File: src/rtl/regfile_pkg.sv
// Shared types and constants for the register file write path.
// Write requests travel as a packed {addr, data} pair.
package regfile_pkg;

   localparam int REG_ADDR_W = 5;
   localparam int REG_DATA_W = 64;
   localparam int XZR        = 31;

   typedef struct packed {
      logic [REG_ADDR_W-1:0] addr;
      logic [REG_DATA_W-1:0] data;
   } wr_req_t;

   typedef enum logic {
      REQ_ALU = 1'b0,
      REQ_MEM = 1'b1
   } req_id_t;

endpackage

File: src/rtl/regfile_write_arbiter_buf.sv
// Single-entry holding buffer for one writeback source.
// If load and clear arrive together, the load wins, so a drained entry can refill at the same edge.
module wr_req_buffer
   import regfile_pkg::*;
(
   input  logic    clk,
   input  logic    reset,
   input  logic    load,
   input  logic    clear,
   input  wr_req_t load_req,
   output logic    valid,
   output wr_req_t req
);

   logic    valid_q, valid_d;
   wr_req_t req_q, req_d;

   always_comb begin
      valid_d = valid_q;
      req_d   = req_q;
      if (load) begin
         valid_d = 1'b1;
         req_d   = load_req;
      end else if (clear) begin
         valid_d = 1'b0;
      end
   end

   always_ff @(posedge clk) begin
      if (reset) begin
         valid_q <= 1'b0;
         req_q   <= '0;
      end else begin
         valid_q <= valid_d;
         req_q   <= req_d;
      end
   end

   assign valid = valid_q;
   assign req   = req_q;

endmodule

File: src/rtl/regfile_write_arbiter.sv
// Arbitrates the ALU and memory writeback sources onto the single register file write port.
// Same-register writes leave in arrival order; otherwise grants alternate round-robin.
module regfile_write_arbiter
   import regfile_pkg::*;
#(
   parameter int DATA_WIDTH = REG_DATA_W,
   parameter int ADDR_WIDTH = REG_ADDR_W,
   parameter int ZERO_REG   = XZR
) (
   input  logic                  clk,
   input  logic                  reset,
   input  logic [1:0]            req_valid,
   output logic [1:0]            req_ready,
   input  logic [ADDR_WIDTH-1:0] req_addr0,
   input  logic [DATA_WIDTH-1:0] req_data0,
   input  logic [ADDR_WIDTH-1:0] req_addr1,
   input  logic [DATA_WIDTH-1:0] req_data1,
   output logic                  wr_en,
   output logic [ADDR_WIDTH-1:0] wr_addr,
   output logic [DATA_WIDTH-1:0] wr_data,
   output logic [31:0]           busy_mask
);

   localparam logic [ADDR_WIDTH-1:0] ZERO_ADDR = ADDR_WIDTH'(ZERO_REG);

   wr_req_t               in_req  [2];
   wr_req_t               buf_req [2];
   logic [1:0]            buf_valid, grant, accept, load, next_valid;
   logic [1:0]            young_q, young_d;
   req_id_t               rr_q, rr_d;
   logic                  wr_en_q, wr_en_d;
   logic [ADDR_WIDTH-1:0] wr_addr_q, wr_addr_d;
   logic [DATA_WIDTH-1:0] wr_data_q, wr_data_d;

   assign in_req[0] = '{addr: req_addr0, data: req_data0};
   assign in_req[1] = '{addr: req_addr1, data: req_data1};

   for (genvar i = 0; i < 2; i++) begin : g_buf
      wr_req_buffer u_buf (
         .clk      (clk),
         .reset    (reset),
         .load     (load[i]),
         .clear    (grant[i]),
         .load_req (in_req[i]),
         .valid    (buf_valid[i]),
         .req      (buf_req[i])
      );
   end

   // young_q[i] marks buffer i as the later arrival when both hold writes.
   always_comb begin
      grant = buf_valid;
      if (&buf_valid) begin
         if (buf_req[0].addr == buf_req[1].addr) grant = young_q[0] ? 2'b10 : 2'b01;
         else                                    grant = (rr_q == REQ_ALU) ? 2'b01 : 2'b10;
      end
   end

   assign req_ready = reset ? 2'b00 : (~buf_valid | grant);
   assign accept    = req_valid & req_ready;

   always_comb begin
      for (int i = 0; i < 2; i++) load[i] = accept[i] && (in_req[i].addr != ZERO_ADDR);
   end

   // Simultaneous loads treat the ALU write as older.
   always_comb begin
      next_valid = (buf_valid & ~grant) | load;
      young_d    = young_q;
      if (!(&next_valid)) young_d = 2'b00;
      else if (&load)     young_d = 2'b10;
      else if (load[0])   young_d = 2'b01;
      else if (load[1])   young_d = 2'b10;
   end

   always_comb begin
      rr_d      = rr_q;
      wr_en_d   = |grant;
      wr_addr_d = wr_addr_q;
      wr_data_d = wr_data_q;
      if (grant[0]) begin
         rr_d      = REQ_MEM;
         wr_addr_d = buf_req[0].addr;
         wr_data_d = buf_req[0].data;
      end else if (grant[1]) begin
         rr_d      = REQ_ALU;
         wr_addr_d = buf_req[1].addr;
         wr_data_d = buf_req[1].data;
      end
   end

   always_ff @(posedge clk) begin
      if (reset) begin
         young_q   <= 2'b00;
         rr_q      <= REQ_ALU;
         wr_en_q   <= 1'b0;
         wr_addr_q <= '0;
         wr_data_q <= '0;
      end else begin
         young_q   <= young_d;
         rr_q      <= rr_d;
         wr_en_q   <= wr_en_d;
         wr_addr_q <= wr_addr_d;
         wr_data_q <= wr_data_d;
      end
   end

   always_comb begin
      busy_mask = '0;
      for (int i = 0; i < 2; i++) begin
         if (buf_valid[i]) busy_mask[buf_req[i].addr] = 1'b1;
      end
      if (wr_en_q) busy_mask[wr_addr_q] = 1'b1;
   end

   assign wr_en   = wr_en_q;
   assign wr_addr = wr_addr_q;
   assign wr_data = wr_data_q;

endmodule

File: config.mk
export PLATFORM = sky130hd
export DESIGN_NAME = regfile_write_arbiter
export DESIGN_NICKNAME = d
export VERILOG_FILES = /design/src/rtl/regfile_pkg.sv /design/src/rtl/regfile_write_arbiter_buf.sv /design/src/rtl/regfile_write_arbiter.sv
export SDC_FILE = /design/constraint.sdc
export NUM_CORES = 1
export LEC_CHECK = 0
export BUFFER_PORTS_ARGS = -buffer_cell sky130_fd_sc_hd__buf_4
export CORE_AREA = 2 2 152 154
export DETAILED_ROUTE_END_ITERATION = 8
export DIE_AREA = 0 0 154 156
export PLACE_DENSITY = 0.72
export REMOVE_ABC_BUFFERS = 1
export SYNTH_ARGS = -nofsm -noshare
export SYNTH_HDL_FRONTEND = slang
export SYNTH_SLANG_ARGS = --single-unit
export TNS_END_PERCENT = 10
File: constraint.sdc
create_clock -name clk -period 5.9 [get_ports clk]
set_clock_uncertainty 0.2 [all_clocks]
set_input_delay 0 -clock clk [delete_from_list [all_inputs] [get_ports clk]]
set_output_delay 0 -clock clk [all_outputs]
set_load 0.02 [all_outputs]
==> impl_results.md, run 1 <==
* Status: completed
* # port buffers at 245
* DRT Pass-1 Iters at 5
* Row cnt at between 50 and 60
* Maximum VDD drop at between 0.15 and 0.2 mV
* Post-synthesis sequential area ratio at 0.402
* N_diodes at 0
* Most common cell after layout, fill and taps aside: buf_4
* Final period util at 0.642
* Tot GR Track Use at 0.263
* Die Wd at ~150 um
* DIE AREA at between 0.02 and 0.025 sq mm
* Power Dens Cells at ~250 mW/mm^2
* Post-layout nets at 1,781
* Gate Count Post-Synth at 1,277
* RSZ-0062 raised after global routing: false
* Hold Vio Cnt, Final at 0
* WS Path Type: reg2reg
* Critical Path Sink Type: flip-flop
* DP Wirelength at 18,000 um
* Minimum clock period at approximately 3.8 ns
* Vias at 10,600
* Hold/Removal Path Class: in2reg
* Placer Congestion at 0.885
* Routed vias/inst at 5.47
* Die height at 156 um
* Htree depth at 1
* Largest net degree at the start of global routing at approximately 120
* Top cell type's share of synthesized area at 0.402
* Avg Synthesized Cell Area at 8.27 sq um
* TritonCTS Buffers at 23
* Vias in the first global route at 10,200
* CP max stage cell: buf_4
* First-pass GRT wire length at 52,500 um
* FFs w/ async S/R, synth at 0
* Max Cap Viol at 0
* Crit path DAT at 4.03 ns
* CTS tree: done
* Overflow after GRT at 0
* Clock-pin slew on the worst setup and hold paths at around 0.06 ns
* Placed cell count at 1,698
* Total power at approximately 0.0038 W
* CTS sink cnt at 212
* DRC at 0
* Initial Util at 0.472
* Initial DRC count at 675
* Routed WL at about 33,000 um
* Cell variety after synth at 44
* Delay-heaviest family, CP: buffers and inverters
* Post-route ant nets at 0
* Post-synth top area cell: dfxtp_1
* Post-CTS Setup Repair Bufs at 0
* Least-Margin Pin Slew at approximately 1.3 ns
* Worst-skew pair later-pin latency at 0.50 ns
* Area of the mapped netlist at 0.0106 sq mm
* Fin area at 0.0151 sq mm
* Initial antenna violation count at 0
* Buf/Inv on CP at 3
* Syn-to-layout area delta at 42.7%
* Filler cells at 1,760
* Slew Limit Headroom at 0.163
* CP max FO at 54
* Most frequent cells in the layout: buf_4 (255), dfxtp_1 (210), dlygate4sd3_1 (201)
* Layout Cells excl Fill at 1,939
* Most common cell on crit path: buf_4
* Share of cells above drive strength 1 at 0.201
* Max frequency at 264 MHz
* Leak at 6.90 nW
* Routed WL per cell at between 15 and 20 um
* Critical Path RT at 6.14 ns
* Number of synthesized register bits at 212
* Final setup vio count at 0
* Crit path cell chain: xor2_1, nor3_4, a21oi_1, nor3_2, buf_4, buf_4, mux2i_1, dlygate4sd3_1
* Critical path startpoint category: flip-flop
* Post-synth top flop: dfxtp_1
* Placement Cell Area at around 0.012 sq mm
* Top cells by area, synth: dfxtp_1 (40%), nand2b_1 (8.2%), mux2i_1 (6.6%), nor2_1 (4.1%), or3_1 (4.1%)
* Final slew viol count at 0
* Clock buffer depth at 3
* Worst path max stage delay at roughly 0.8 ns
* Root buffer cell: clkbuf_16
* IO Pins at roughly 250
* Post-layout util at 0.674
* Number of synthesized flops with an enable pin at 0
* Synth warn at 0
* Core ar. at between 0.02 and 0.025 sq mm
cell families after synthesis:
group                  count (synthesis)  share of synthesized area
AND/OR/NAND/NOR                      550                      0.295
AO/OA/AOI/OAI                        247                      0.154
flip-flops                           212                      0.402
buffers and inverters                193                     0.0776
multiplexers                          70                     0.0663
XOR/XNOR                               5                    0.00486
final timing paths:
kind	startpoint	endpoint	slack, ns	cells after the start
worst min register to register	g_buf[1].u_buf.req[23]	g_buf[1].u_buf.req[23]	0.27	2
worst max-delay path	g_buf[0].u_buf.req[67]	g_buf[0].u_buf.req[46]	2.11	8
worst max register to register	g_buf[0].u_buf.req[67]	g_buf[0].u_buf.req[46]	2.11	8
worst min-delay path	req_data0[50]	g_buf[0].u_buf.req[50]	0.12	4
synthesized netlist by cell type (all sizes together), types with 26 or more instances:
cell and n:
nor2 115, nand2 69, o221a 30, o21ai 72
a22oi 30, dfxtp 212, a211oi 30, nand2b 139
inv 72, mux2i 70, or3 70, clkbuf 95
buf 26, and3b 44, nor2b 35, a21oi 74
nor4 37
worst register-to-register path, cell delays in order, from the launching register on:
cell,delay [ns]
dfxtp_1,0.51
xor2_1,0.20
nor3_4,0.36
a21oi_1,0.18
nor3_2,0.16
buf_4,0.31
buf_4,0.80
mux2i_1,0.43
dlygate4sd3_1,0.58
flip-flops by register name, summed over array words and instances (netlist names):
name / cells
rr_q: 1
young_q: 1
g_buf.u_buf.req: 138
wr_data: 64
wr_en: 1
wr_addr: 5
g_buf.u_buf.valid: 2
layer usage:
layer	track usage	routed length, um	vias up	share of wire
li1	-	-	5098	-
met1	0.334	13600	5003	0.41
met2	0.451	16000	405	0.49
met3	0.0369	1960	95	0.060
met4	0.109	1240	0	0.038
met5	0	0	-	0
through the flow:
step                TNS, ns  hold slack [ns]  worst slack, ns
global route              0            0.138             1.97
global placement          0           0.0693             2.81
floorplan           -241.79           -0.131            -2.93
detailed placement        0           0.0792             2.73
finish                    0            0.119             2.11
CTS                       0            0.105             2.20
final cells by class:
class,count,area [sq um],share of cell area
timing repair buffer,458,3960,0.262
clock inverter,7,62.6,0.00415
multi-input combinational,872,5530,0.367
inverter,72,270,0.0179
tap,285,357,0.0237
sequential,212,4250,0.282
clock buffer,33,653,0.0433
report_power, final:
group          total, W  switching [W]  internal, W  leakage (nW)
clock           0.00138       0.000566     0.000810         0.353
combinational  0.000784       0.000394     0.000390          4.80
sequential      0.00162      0.0000791      0.00154          1.75
timing repair:
item	4_1_cts	5_1_grt
hold buffers	201	0
hold endpoints to repair	157	0
gates resized for setup	0	0
Power figures use the tool's default switching activity.
==> inputs of run 2 (changes only) <==
Clock period 5.9 ns to 3.6 ns, I/O delays scaled along.
==> impl_results.md, run 2 (synthesis results as in run 1) <==
* Status: completed
* Cts repair resizes at 0
* Most frequent cells in the layout: buf_4 (254), dfxtp_1 (210), dlygate4sd3_1 (172)
* Slew Limit Headroom at 0.232
* DRT Pass-1 Iters at 5
* Placer Congestion at just over 0.9
* Worst-skew pair later-pin latency at 0.50 ns
* Critical Path RT at 3.84 ns
* Placed cell count at ~1,700
* Critical Path Sink Type: flip-flop
* Setup ws final at 0.389 ns
* DRC at 0
* Max frequency at 311 MHz
* Hold/Removal Path Class: in2reg
* Routed vias/inst at about 5.3
* TritonCTS Buffers at 23
* Grt met3 use at 0.0403
* Hold Crit Depth at 4
* Clk network pwr share at 0.363
* Final setup vio count at 0
* Crit path DAT at 3.45 ns
* Hold Path Origin: req_data0[46]
* CP max FO at 104
* Clock-pin slew on the worst setup and hold paths at 0.06 ns
* Minimum clock period at 3.21 ns
* N_diodes at 0
* Sequential power share at 0.434
* DP Wirelength at approximately 18,000 um
* Layout Cells excl Fill at 1,911
* Hold EP: g_buf[0].u_buf.req[46]
* Internal power at 0.00446 W
* Die Wd at 154 um
* Initial antenna violation count at 1
* Share of cells above drive strength 1 at 0.204
* Initial DRC count at 510
* Root buffer cell: clkbuf_16
* Htree depth at 1
* Net switching power at 0.00167 W
* Filler cells at 1,760
* IO Pins at 246
* Met2 usage in global routing at 0.419
* Reg2reg path depth at 6
* Crit Reg-Reg Startpoint: g_buf[1].u_buf.valid
* Pre-CTS setup slack at 0.971 ns
* # port buffers at 245
* Critical path startpoint category: flip-flop
* Vias in the first global route at 10,100
* Least-Margin Pin Slew at 1.15 ns
* Max reg flops at 138
* Core ar. at between 0.02 and 0.025 sq mm
* Most common cell after layout, fill and taps aside: buf_4
* Sw Share at 0.273
* Leak at 6.78 nW
* DIE AREA at 0.0240 sq mm
* Tightest hold margin at 0.121 ns
* Max Cap Viol at 0
* R2r endpoint: g_buf[1].u_buf.req[46]
* Tot GR Track Use at 0.251
* Routing usage on met1 at 0.317
* Routed WL per cell at ~16 um
* Vias at between 10,000 and 15,000
* Die height at 156 um
* Post-route ant nets at 0
* WS Path Type: reg2reg
* Post-layout nets at 1,754
* RSZ-0062 raised after global routing: false
* Maximum VDD drop at 0.317 mV
* CTS tree: done
* Final slew viol count at 0
* Final period util at 0.892
* Row cnt at 55
* Gate power share at 0.203
* Overflow after GRT at 0
* Largest net degree at the start of global routing at 116
* # hold bufs at CTS at 172
* Post-layout util at 0.663
* Post-CTS Setup Repair Bufs at 0
* Initial Util at 0.472
* Syn-to-layout area delta at 40.3%
* Routed WL at 31,200 um
* First-pass GRT wire length at approximately 50,000 um
* Clock buffer depth at 3
* Power Dens Cells at 413 mW/mm^2
* Reg-to-reg slack, setup at around 0.4 ns
* Hold Vio Cnt, Final at 0
* Grt peak-use layer: met2
* CTS sink cnt at 212
-- run 2: power by group through the flow --
stage	Sequential, W	Clock (W)	Combinational [W]
3_5_place_dp	0.00271	0	0.00107
6_report	0.00266	0.00222	0.00124
5_1_grt	0.00268	0.00237	0.00135
3_3_place_gp	0.00271	0	0.00106
4_1_cts	0.00266	0.00226	0.00123
2_1_floorplan	0.00278	0	0.000541
-- run 2: layer usage --
metal / part of all wire / vias up
li1: - / 5033
met1: 0.43 / 4733
met2: 0.47 / 344
met3: 0.056 / 103
met4: 0.044 / 2
met5: 0.00035 / -
-- run 2: per-stage QoR --
stage	total power (W)	setup TNS, ns	area, sq um
after floorplan	0.00332	-559.19	10000
after global placement	0.00376	0	12400
after detailed placement	0.00378	0	12400
after CTS	0.00615	0	14800
after global routing	0.00640	0	14800
final	0.00613	0	14800
-- run 2: worst max-delay path, cell delays in order (launching register included) --
cell and delay [ns]:
dfxtp_2 0.72, nand3b_1 0.33, o21bai_4 0.20, buf_4 0.67, o21ai_0 0.20, a21oi_1 0.21
dlygate4sd3_1 0.57
-- run 2: layout make-up --
cell class                      count  area [sq um]  share of cell area
Inverter                           72           270              0.0182
Clock buffer                       35           651              0.0439
Timing Repair Buffer              431          3720               0.251
Sequential cell                   212          4250               0.287
Multi-Input combinational cell    872          5530               0.373
Clock inverter                      4          45.0             0.00304
Tap cell                          285           357              0.0241
-- run 2: worst max path at each step --
stage	startpoint	end	slack, ns	cells past startpoint
CTS	g_buf[1].u_buf.valid	g_buf[1].u_buf.req[34]	0.43	6
floorplan	g_buf[0].u_buf.valid	g_buf[0].u_buf.req[0]	-5.23	4
finish	g_buf[1].u_buf.valid	g_buf[1].u_buf.req[46]	0.39	6
global placement	g_buf[1].u_buf.req[67]	g_buf[0].u_buf.req[0]	1.07	6
global route	g_buf[1].u_buf.valid	g_buf[1].u_buf.req[25]	0.07	6
detailed placement	g_buf[1].u_buf.req[68]	g_buf[0].u_buf.req[36]	0.97	6
